--- config.mk ---
export PLATFORM = sky130hd
export DESIGN_NAME = sdram_port_arbiter
export DESIGN_NICKNAME = d
export VERILOG_FILES = /design/src/rtl/sdram_port_arbiter.sv
export SDC_FILE = /design/constraint.sdc
export NUM_CORES = 1
export LEC_CHECK = 0
export ABC_AREA = 1
export CAP_MARGIN = 5
export CORE_MARGIN = 8
export CORE_UTILIZATION = 30
export DETAILED_ROUTE_END_ITERATION = 8
export PLACE_DENSITY_LB_ADDON = 0.05
export SYNTH_ARGS = -nofsm -noshare
export SYNTH_HDL_FRONTEND = slang
export SYNTH_SLANG_ARGS = --single-unit
--- constraint.sdc ---
create_clock -name clk_sys -period 3.9 [get_ports clk_sys]
set_input_delay 1.17 -clock clk_sys [delete_from_list [all_inputs] [get_ports clk_sys]]
set_output_delay 1.17 -clock clk_sys [all_outputs]
set_load 0.02 [all_outputs]
--- src/rtl/sdram_port_arbiter.sv ---
// rtl/sdram_port_arbiter.sv - SDRAM port arbiter for download and CPU requesters (define ARB_ROUND_ROBIN_EN for alternating grants)
module sdram_port_arbiter #(
    parameter int ADDR_W  = 23,
    parameter int DATA_W  = 8,
    parameter int TIMEOUT = 255
) (
    input  logic              clk_sys,
    input  logic              reset,
    input  logic              dl_active,
    input  logic              dl_wr,
    input  logic [ADDR_W-1:0] dl_addr,
    input  logic [DATA_W-1:0] dl_data,
    output logic              dl_busy,
    input  logic              cpu_ce_n,
    input  logic              cpu_oe_n,
    input  logic              cpu_we_n,
    input  logic [ADDR_W-1:0] cpu_addr,
    input  logic [DATA_W-1:0] cpu_din,
    output logic [DATA_W-1:0] cpu_dout,
    output logic              cpu_rdy,
    output logic [ADDR_W-1:0] ram_addr,
    output logic [DATA_W-1:0] ram_din,
    output logic              ram_we,
    output logic              ram_rd,
    input  logic [DATA_W-1:0] ram_dout,
    input  logic              ram_ack,
    output logic              overrun_err,
    output logic              timeout_err
);

    localparam logic [1:0] S_IDLE  = 2'd0;
    localparam logic [1:0] S_ISSUE = 2'd1;
    localparam logic [1:0] S_WAIT  = 2'd2;
    localparam logic [1:0] S_DONE  = 2'd3;

    localparam logic [7:0] TMO = 8'(TIMEOUT);

    logic [1:0]        state;
    logic              gnt_cpu;
    logic              abort_q;
    logic [7:0]        wait_cnt;
    logic [DATA_W-1:0] rd_q;

    logic              buf_full;
    logic [ADDR_W-1:0] buf_addr;
    logic [DATA_W-1:0] buf_data;

    logic              cpu_req;
    logic              cpu_req_q;
    logic              cpu_edge;
    logic              cpu_pend;
    logic              cpu_wr;
    logic [ADDR_W-1:0] cpu_a;
    logic [DATA_W-1:0] cpu_d;

    logic              wait_ack;
    logic              wait_tmo;
    logic              wait_end;
    logic              cpu_done;
    logic              cpu_arm;
    logic              cpu_elig;
    logic              pick_cpu;
    logic              pick_dl;

    assign cpu_req  = ~cpu_ce_n & (~cpu_oe_n | ~cpu_we_n);
    assign cpu_edge = cpu_req & ~cpu_req_q;
    assign wait_ack = (state == S_WAIT) & ram_ack;
    // Abort on the WAIT cycle whose increment reaches TIMEOUT, so TIMEOUT counts WAIT cycles exactly.
    assign wait_tmo = (state == S_WAIT) & ~ram_ack & ((wait_cnt + 8'd1) == TMO);
    assign wait_end = wait_ack | wait_tmo;
    assign cpu_done = (state == S_DONE) & gnt_cpu;
    // A new edge landing in the completing DONE cycle still arms the next access.
    assign cpu_arm  = cpu_edge & (~cpu_pend | cpu_done);
    assign dl_busy  = buf_full;

`ifdef ARB_ROUND_ROBIN_EN
    logic last_cpu;

    assign cpu_elig = cpu_pend & (~dl_active | buf_full);
    assign pick_cpu = cpu_elig & (~buf_full | ~last_cpu);

    // Remember which side won the last grant so contention alternates.
    always_ff @(posedge clk_sys) begin
        if (reset) begin
            last_cpu <= 1'b1;
        end else if ((state == S_IDLE) && (pick_cpu || buf_full)) begin
            last_cpu <= pick_cpu;
        end
    end
`else
    assign cpu_elig = cpu_pend & ~dl_active;
    assign pick_cpu = cpu_elig & ~buf_full;
`endif
    assign pick_dl = buf_full & ~pick_cpu;

    // CPU strobe edge detection and request capture; a held strobe after reset does not re-arm.
    always_ff @(posedge clk_sys) begin
        if (reset) begin
            cpu_req_q <= cpu_req;
            cpu_pend  <= 1'b0;
            cpu_wr    <= 1'b0;
            cpu_a     <= '0;
            cpu_d     <= '0;
        end else begin
            cpu_req_q <= cpu_req;
            if (cpu_done) begin
                cpu_pend <= 1'b0;
            end
            if (cpu_arm) begin
                cpu_pend <= 1'b1;
                cpu_wr   <= ~cpu_we_n;
                cpu_a    <= cpu_addr;
                cpu_d    <= cpu_din;
            end
        end
    end

    // One-entry download buffer; it frees as its write completes, so a write in that cycle is dropped.
    always_ff @(posedge clk_sys) begin
        if (reset) begin
            buf_full    <= 1'b0;
            buf_addr    <= '0;
            buf_data    <= '0;
            overrun_err <= 1'b0;
        end else begin
            if (wait_end && !gnt_cpu) begin
                buf_full <= 1'b0;
            end
            if (dl_wr) begin
                if (buf_full) begin
                    overrun_err <= 1'b1;
                end else begin
                    buf_full <= 1'b1;
                    buf_addr <= dl_addr;
                    buf_data <= dl_data;
                end
            end
        end
    end

    // Access sequencer: grant, single-cycle strobe, wait for ack or timeout, then complete.
    always_ff @(posedge clk_sys) begin
        if (reset) begin
            state       <= S_IDLE;
            gnt_cpu     <= 1'b0;
            abort_q     <= 1'b0;
            wait_cnt    <= 8'd0;
            rd_q        <= '0;
            ram_addr    <= '0;
            ram_din     <= '0;
            ram_we      <= 1'b0;
            ram_rd      <= 1'b0;
            cpu_dout    <= '0;
            cpu_rdy     <= 1'b1;
            timeout_err <= 1'b0;
        end else begin
            ram_we <= 1'b0;
            ram_rd <= 1'b0;
            case (state)
                S_IDLE: begin
                    if (pick_cpu) begin
                        gnt_cpu  <= 1'b1;
                        ram_addr <= cpu_a;
                        ram_din  <= cpu_d;
                        ram_we   <= cpu_wr;
                        ram_rd   <= ~cpu_wr;
                        state    <= S_ISSUE;
                    end else if (pick_dl) begin
                        gnt_cpu  <= 1'b0;
                        ram_addr <= buf_addr;
                        ram_din  <= buf_data;
                        ram_we   <= 1'b1;
                        state    <= S_ISSUE;
                    end
                end
                S_ISSUE: begin
                    state <= S_WAIT;
                end
                S_WAIT: begin
                    wait_cnt <= wait_cnt + 8'd1;
                    if (wait_ack) begin
                        rd_q    <= ram_dout;
                        abort_q <= 1'b0;
                        state   <= S_DONE;
                    end else if (wait_tmo) begin
                        timeout_err <= 1'b1;
                        abort_q     <= 1'b1;
                        state       <= S_DONE;
                    end
                end
                default: begin
                    wait_cnt <= 8'd0;
                    if (gnt_cpu) begin
                        cpu_rdy <= 1'b1;
                        if (!cpu_wr) begin
                            cpu_dout <= abort_q ? {DATA_W{1'b1}} : rd_q;
                        end
                    end
                    state <= S_IDLE;
                end
            endcase
            if (cpu_arm) begin
                cpu_rdy <= 1'b0;
            end
        end
    end

endmodule

==> run_results.csv, run 1 <==
group,metric,value,unit
status,status,"complete, no violations",
cts,clk_latency,420,ps
yosys,syn_area_per_cell,7.437,sq um
yosys,synth_compound_area_frac,0.2037,
cts,cts_hold_buffers,0,
cts,clock-sinks,130,
yosys,synthDistinctLibCells,22,
timing,slew_headroom,0.5452,
timing,maxSlewViolCount,0,
timing,setup_viol,0,
drt,route.vias.total,4695,
placement,portBuffers,122,
timing,rsz0062_at_grt,"no",
placement,gp_congestion,0.7473,
yosys,ys_seq_area_frac,0.5161,
grt,grt_max_degree,80,
worst_setup_path,slowest_stage,"clkdlybuf4s50_1",
grt,grt_usage,0.1480,
worst_setup_path,cp.arrival,1570,ps
cts,clkTransAtPathRegs,60,ps
cts,postCtsSetupBuffers,0,
timing,worst_pin_slew,681.2,ps
grt,overflow,0,
yosys,synth_xor_area_frac,0.001737,
yosys,synth_top_family_by_area,"simple AND/OR/NAND/NOR gates",
cts,numCtsBuffers,17,
worst_setup_path,critPathLaunchType,"flip-flop",
worst_setup_path,path_class,"reg2out",
yosys,synth-simple-area-share,0.2072,
grt,antenna_found_initial,0,
worst_setup_path,critical_path.top_delay_family,"buffers and inverters",
power_and_ir_drop,leakagePower,2.745,nW
worst_setup_path,cp_max_fo,6,
flow_run,maxCapViolations,0,
timing,hold_viol_final,0,
layout,n_antenna_cell,0,
timing,finalSetupTns,0,ps
die,core-area,16520,sq um
timing,clock-skew-final,7.911,ps
yosys,yosysTopAreaCell,"dfxtp_1",
timing,timing.fmax,0.3654,GHz
die,ioPinCount,123,
die,die-area,21210,sq um
hold_path,hp-class,"reg2reg",
placement,place.detailed.hpwl,10320,um
yosys,syn_area,5042,sq um
die,fp.dieH,145.6,um
worst_setup_path,cpPeakStageDelay,670,ps
yosys,yosys-mux-area-fraction,0,
drt,wl_per_cell,15.02,um
worst_setup_path,path_cells,"clkdlybuf4s50_1",
cts,htreeDepth,4,
drt,detail_route.drc_violations,0,
placement,place_area,6462,sq um
layout,layout-drive-gt1-share,0.06849,
yosys,synth_nets,762,
worst_setup_path,critical_path_buf_inv_count,1,
layout,fin_nets,874,
cts,cts_root_buf,"clkbuf_16",
grt,grt_pass1_vias,4803,
cts,clockBufferDepth,2,
cts,cts_tree,"built",
worst_setup_path,required,2730,ps
power_and_ir_drop,peakVddDrop,0.0003463,V
grt,grt_pass1_wl,25030,um
layout,layout_common_cells,"nor2_1, dfxtp_1, clkdlybuf4s50_1, o21ai_0, nand2_1",
drt,ant_nets,0,
yosys,ys_ff_latch,130,
yosys,syn_inst,678,
yosys,synth.top_cell.area_share,0.5161,
yosys,synth.area.top_cells,"dfxtp_1, nor2_1, o21ai_0, a21oi_1, nand2_1",
drt,wl,15370,um
timing,fin_crit_sh,0.7017,
yosys,ys_warn_count,0,
layout,final_cell_area,7077,sq um
power_and_ir_drop,power_density,581.9,nW/um^2
worst_setup_path,endpoint_kind,"output pin",
yosys,synth_adder_area_share,0.01489,
layout,layout_commonest_cell,"nor2_1",
drt,dr.pass1.iters,5,
layout,area_growth,40.35,%
drt,drtIter0Drc,208,
cts,cts_resized,0,
die,fp-row-count,47,
die,start_util,0.3051,
drt,vias_per_cell,4.589,
timing,period_needed,2737,ps
die,die_x,145.6,um
[registers in the layout, summed over array words and instances, names as in the netlist]
| register | flops |
|---|---|
| ram_rd | 1 |
| overrun_err | 1 |
| buf_data | 8 |
| timeout_err | 1 |
| state | 2 |
| ram_we | 1 |
| buf_addr | 23 |
| cpu_wr | 1 |
| abort_q | 1 |
| rd_q | 8 |
| ram_addr | 23 |
| cpu_dout | 8 |
| cpu_req_q | 1 |
| ram_din | 8 |
| wait_cnt | 8 |
| cpu_rdy | 1 |
| cpu_a | 23 |
| cpu_pend | 1 |
| cpu_d | 8 |
| dl_busy | 1 |
| gnt_cpu | 1 |
[layout make-up]
cell class	instances	area (sq um)
clock buffers	22	484.2
well taps	220	275.3
inverters	32	120.1
flip-flops and latches	130	2603
clock inverters	10	130.1
repair buffers	131	1301
multi-input cells	478	2163
fillers	1694	9448
[cells in the mapped netlist (all sizes together)]
library cell	instances
a22oi	1
nand3	9
nor2	161
a2bb2oi	1
nand4	2
xnor2	1
inv	32
dfxtp	130
nor3	1
clkbuf	24
o21bai	1
ha	6
buf	14
a21oi	85
o21ai	114
nand2	96
[power by group]
group | switching (mW) | internal (mW) | leakage [nW]
combinational | 0.503 | 0.369 | 1.38
sequential | 0.107 | 1.50 | 1.07
clock | 0.575 | 1.07 | 0.302
total | 1.18 | 2.93 | 2.74
[per-stage QoR]
step	total power, mW	hold slack, ps	std cells	util	setup WS (ps)
floorplan	2.115	435.1	678	-	1850
global placement	2.500	446.4	991	0.3911	1037
detailed placement	2.520	452.7	991	0.3911	941.6
CTS	4.176	460.6	1023	0.4283	1118
global route	4.341	476.0	1023	0.4283	1094
finish	4.118	459.2	1023	0.4283	1163
[per-layer routing]
layer	routed length [um]	vias up	track usage
li1	-	2435	-
met1	7267	2153	0.1832
met4	138	0	0.03956
met3	670	14	0.04789
met2	7293	93	0.2425
met5	0	-	0
[worst paths after layout]
path | depth (start not counted) | endpoint | slack [ps] | start
hold reg to reg | 2 | timeout_err | 460 | timeout_err
setup / recovery | 1 | dl_busy | 1160 | dl_busy
setup reg to reg | 8 | ram_addr[14] | 2080 | state[0]
hold / removal | 2 | timeout_err | 460 | timeout_err
[cells by family (layout without fill, tap and decap cells)]
group,Yosys count,after routing
buf+inv,70,195
flops,130,130
compound gates,202,202
simple gates,269,269
fa+ha+maj,6,6
xor+xnor,1,1
No activity file was read; power rests on OpenSTA's default activity.
==> inputs of run 2 (changes only) <==
==> constraint.sdc (replaced) <==
create_clock -name clk_sys -period 2.55 [get_ports clk_sys]
set_input_delay 0.765 -clock clk_sys [delete_from_list [all_inputs] [get_ports clk_sys]]
set_output_delay 0.765 -clock clk_sys [all_outputs]
set_load 0.02 [all_outputs]
==> run_results.csv, run 2 (synthesis gave the netlist of run 1 again) <==
group,metric,value,unit
status,status,"complete, no violations",
grt,antenna_found_initial,0,
layout,fin_nets,882,
worst_setup_path,cpPeakStageDelay,630,ps
die,fp.dieH,145.6,um
placement,place.detailed.hpwl,10470,um
cts,clock-sinks,130,
worst_setup_path,critical_path.top_delay_family,"buffers and inverters",
grt,met3_usage,0.03794,
worst_setup_path,required,1790,ps
worst_setup_path,critical_path_buf_inv_count,1,
timing,worst_slack,373.2,ps
die,die-area,21210,sq um
cts,cts_tree,"built",
power_and_ir_drop,fin_total_pwr,6.156,mW
timing,hold_ws,459.5,ps
die,fp-row-count,47,
layout,seq_area,2603,sq um
drt,dr.pass1.iters,6,
grt,grt_pass1_vias,4737,
layout,n_fill_cell,1672,
worst_setup_path,path_class,"reg2out",
timing,worst_pin_slew,469.2,ps
cts,postCtsSetupBuffers,0,
power_and_ir_drop,power_frac_seq,0.396,
drt,detail_route.drc_violations,0,
worst_setup_path,cp.arrival,1410,ps
timing,timing.fmax,0.4594,GHz
power_and_ir_drop,leakagePower,2.776,nW
layout,layout_common_cells,"nor2_1, dfxtp_1, clkdlybuf4s50_1, o21ai_0, nand2_1",
layout,layout-drive-gt1-share,0.07275,
grt,top_usage_layer,"met2",
timing,hold_viol_final,0,
power_and_ir_drop,p_sw_frac,0.2883,
grt,grt_pass1_wl,24600,um
die,start_util,0.3051,
cts,numCtsBuffers,17,
flow_run,maxCapViolations,0,
worst_setup_path,slowest_stage,"clkdlybuf4s50_1",
layout,final_cell_area,7119,sq um
timing,period_needed,2177,ps
die,die_x,145.6,um
drt,route.vias.total,4745,
placement,portBuffers,122,
drt,ant_nets,0,
layout,stdcell_count,1031,
power_and_ir_drop,power.internal,4.381,mW
placement,pre_cts_ws,206.5,ps
placement,gp_congestion,0.7753,
cts,cts_hold_buffers,0,
die,core-area,16520,sq um
drt,vias_per_cell,4.602,
timing,rsz0062_at_grt,"no",
cts,cts_resized,0,
cts,htreeDepth,4,
grt,grt_use_met2,0.2357,
layout,fin_util,0.4308,
power_and_ir_drop,peakVddDrop,0.0005005,V
worst_setup_path,cp_max_fo,2,
worst_setup_path,critPathLaunchType,"flip-flop",
timing,setup_viol,0,
timing,clock-skew-final,4.445,ps
cts,clk_latency,410,ps
grt,grt_usage,0.1436,
die,ioPinCount,123,
worst_setup_path,endpoint_kind,"output pin",
drt,wl,15220,um
layout,n_antenna_cell,0,
worst_setup_path,path_cells,"clkdlybuf4s50_1",
power_and_ir_drop,switching_power,1.775,mW
layout,layout_commonest_cell,"nor2_1",
power_and_ir_drop,comb_power_share,0.224,
cts,clockBufferDepth,2,
drt,drtIter0Drc,263,
power_and_ir_drop,clock_power_share,0.380,
layout,area_growth,41.19,%
timing,finalSetupTns,0,ps
drt,wl_per_cell,14.76,um
placement,place_area,6548,sq um
timing,fin_crit_sh,0.8536,
grt,grt_max_degree,80,
placement,dp_cells,999,
cts,clkTransAtPathRegs,50,ps
timing,slew_headroom,0.6860,
timing,maxSlewViolCount,0,
hold_path,hp-class,"reg2reg",
grt,grtUsageMet1,0.1777,
layout,multi_input_area,2163,sq um
cts,cts_root_buf,"clkbuf_16",
layout,reg_top3,"buf_addr: 23 flops, cpu_a: 23 flops, ram_addr: 23 flops",
grt,overflow,0,
power_and_ir_drop,power_density,864.6,nW/um^2
run 2: changes by cell type in the layout (fill, tap and decap cells not counted), sizes merged:
cell / before / now
clkbuf: 22 / 28
clkinv: 5 / 3
bufinv: 3 / 1
clkinvlp: 2 / 0
buf: 9 / 17
run 2: power groups by stage:
| stage | sequential [mW] | combinational [mW] | clock (mW) |
|---|---|---|---|
| 2_1_floorplan | 2.59 | 0.640 | 0 |
| 3_3_place_gp | 2.48 | 1.39 | 0 |
| 3_5_place_dp | 2.48 | 1.40 | 0 |
| 4_1_cts | 2.44 | 1.41 | 2.39 |
| 5_1_grt | 2.47 | 1.54 | 2.49 |
| 6_report | 2.44 | 1.38 | 2.34 |
run 2: worst register-to-register path, delay by kind of cell (launching register included):
| kind | cells | cell delay [ps] |
|---|---|---|
| AND/OR/NAND/NOR | 9 | 900 |
| flip-flops | 1 | 450 |
| adder cells (fa/ha/maj) | 1 | 230 |
run 2: layer usage:
metal	vias to the layer above	share of wire	wire length, um
met4	0	0.011	163
li1	2455	-	-
met1	2182	0.48	7305
met2	96	0.47	7159
met5	-	0	0
met3	12	0.039	589
run 2: final cells by class:
class,count,area share
multi-input combinational,478,0.3039
timing repair buffer,139,0.1947
clock inverter,4,0.006327
tap,220,0.03866
inverter,32,0.01687
clock buffer,28,0.07399
sequential,130,0.3656
run 2: final timing paths:
kind             endpoint  depth (start not counted)  slack [ps]   startpoint
max           ram_addr[0]                          1         370  ram_addr[0]
min          ram_addr[17]                          2         460    cpu_a[17]
max reg2reg      state[0]                         10         870  wait_cnt[0]
min reg2reg  ram_addr[17]                          2         460    cpu_a[17]
==> inputs of run 3 (changes only) <==
--- a/config.mk
+++ b/config.mk
@@ -8,7 +8,8 @@
 export ABC_AREA = 1
 export CAP_MARGIN = 5
 export CORE_MARGIN = 8
-export CORE_UTILIZATION = 30
+export CORE_UTILIZATION = 45
+export CTS_CLUSTER_DIAMETER = 200
 export DETAILED_ROUTE_END_ITERATION = 8
 export PLACE_DENSITY_LB_ADDON = 0.05
 export SYNTH_ARGS = -nofsm -noshare
==> run_results.csv, run 3 (synthesis gave the netlist of run 1 again) <==
group,metric,value,unit
die,die_x,121.9,um
worst_setup_path,critical_path.top_delay_family,"buffers and inverters",
layout,final_cell_area,6999,sq um
grt,grt_usage,0.1947,
timing,maxSlewViolCount,0,
worst_setup_path,cp_max_fo,6,
cts,cts_tree,"built",
timing,finalSetupTns,0,ps
power_and_ir_drop,comb_power_share,0.227,
worst_setup_path,critPathLaunchType,"flip-flop",
cts,htreeDepth,4,
placement,dp_cells,919,
drt,vias_per_cell,5.090,
power_and_ir_drop,switching_power,1.723,mW
status,status,"complete, no violations",
timing,slew_headroom,0.6830,
placement,place_area,6455,sq um
grt,overflow,0,
layout,layout-drive-gt1-share,0.07311,
timing,clock-skew-final,7.273,ps
drt,dr.pass1.iters,5,
drt,wl_met1,5965,um
layout,reg_top3,"buf_addr: 23 flops, cpu_a: 23 flops, ram_addr: 23 flops",
worst_setup_path,critical_path_buf_inv_count,1,
drt,route.vias.total,4820,
placement,gp_congestion,0.8562,
worst_setup_path,path_class,"reg2out",
cts,cts_resized,0,
layout,area_growth,38.81,%
power_and_ir_drop,power.internal,4.325,mW
layout,fin_nets,882,
flow_run,maxCapViolations,0,
die,start_util,0.4631,
timing,hold_viol_final,0,
cts,clk_latency,500,ps
drt,drtIter0Drc,395,
power_and_ir_drop,clock_power_share,0.370,
drt,wl,13950,um
timing,rsz0062_at_grt,"no",
timing,period_needed,2388,ps
drt,wl_per_cell,14.73,um
cts,clkTransAtPathRegs,60,ps
worst_setup_path,required,1790,ps
worst_setup_path,path_cells,"clkdlybuf4s50_1",
grt,grt_max_degree,49,
placement,portBuffers,122,
power_and_ir_drop,p_sw_frac,0.2849,
cts,cts_hold_buffers,0,
worst_setup_path,slowest_stage,"clkdlybuf4s50_1",
drt,wl_met3,932,um
layout,n_antenna_cell,0,
power_and_ir_drop,peakVddDrop,0.0005204,V
cts,postCtsSetupBuffers,0,
power_and_ir_drop,power_density,864.0,nW/um^2
layout,layout_commonest_cell,"nor2_1",
drt,highest_layer,"met4",
die,ioPinCount,123,
worst_setup_path,endpoint_kind,"output pin",
power_and_ir_drop,power_frac_seq,0.404,
die,fp-row-count,38,
timing,fin_crit_sh,0.9364,
layout,layout_common_cells,"nor2_1, dfxtp_1, clkdlybuf4s50_1, o21ai_0, nand2_1",
die,die-area,14850,sq um
power_and_ir_drop,leakagePower,2.770,nW
cts,cts_root_buf,"clkbuf_8",
grt,grt_pass1_wl,23290,um
worst_setup_path,cp.arrival,1620,ps
timing,setup_viol,0,
drt,ant_nets,0,
timing,worst_pin_slew,473.8,ps
timing,timing.fmax,0.4188,GHz
layout,stdcell_count,947,
grt,grt_pass1_vias,4883,
cts,numCtsBuffers,17,
die,fp.dieH,121.9,um
drt,detail_route.drc_violations,0,
worst_setup_path,cpPeakStageDelay,660,ps
placement,place.detailed.hpwl,9653,um
cts,clockBufferDepth,2,
hold_path,hp-class,"reg2reg",
cts,clock-sinks,130,
die,core-area,10890,sq um
drt,met2_length,6888,um
grt,antenna_found_initial,0,
run 3: worst paths after layout:
kind / depth (start not counted) / slack (ps) / to / from
worst max-delay path: 1 / 160 / dl_busy / dl_busy
worst min-delay path: 2 / 460 / ram_addr[8] / cpu_a[8]
worst max register to register: 10 / 870 / state[0] / wait_cnt[0]
worst min register to register: 2 / 460 / ram_addr[8] / cpu_a[8]
run 3: metal layers:
layer,up-vias,GRT usage
met1,2216,0.2274
met5,-,0
met2,151,0.3328
met4,0,0.06399
li1,2441,-
met3,12,0.05969
run 3: power by group through the flow:
stage / sequential (mW) / combinational [mW] / clock [mW]
detailed placement: 2.48 / 1.37 / 0
global placement: 2.47 / 1.35 / 0
finish: 2.44 / 1.37 / 2.24
CTS: 2.44 / 1.38 / 2.26
global route: 2.47 / 1.52 / 2.36
floorplan: 2.59 / 0.640 / 0
run 3: final cells by class:
class | instances | area, sq um
fill | 973 | 3889
sequential | 130 | 2603
multi-input combinational | 478 | 2158
timing repair buffer | 139 | 1399
clock buffer | 21 | 459.2
tap | 140 | 175.2
inverter | 32 | 120.1
clock inverter | 7 | 85.08
run 3: metrics by stage:
step / total power [mW] / hold WS (ps) / worst slack (ps) / utilization
6_report: 6.048 / 463.1 / 162.1 / 0.6428
5_1_grt: 6.358 / 485.2 / 61.11 / 0.6428
4_1_cts: 6.087 / 466.1 / 141.9 / 0.6428
3_5_place_dp: 3.852 / 456.8 / 280.6 / 0.5929
3_3_place_gp: 3.822 / 449.5 / 330.1 / 0.5929
2_1_floorplan: 3.234 / 435.1 / 904.7 / -
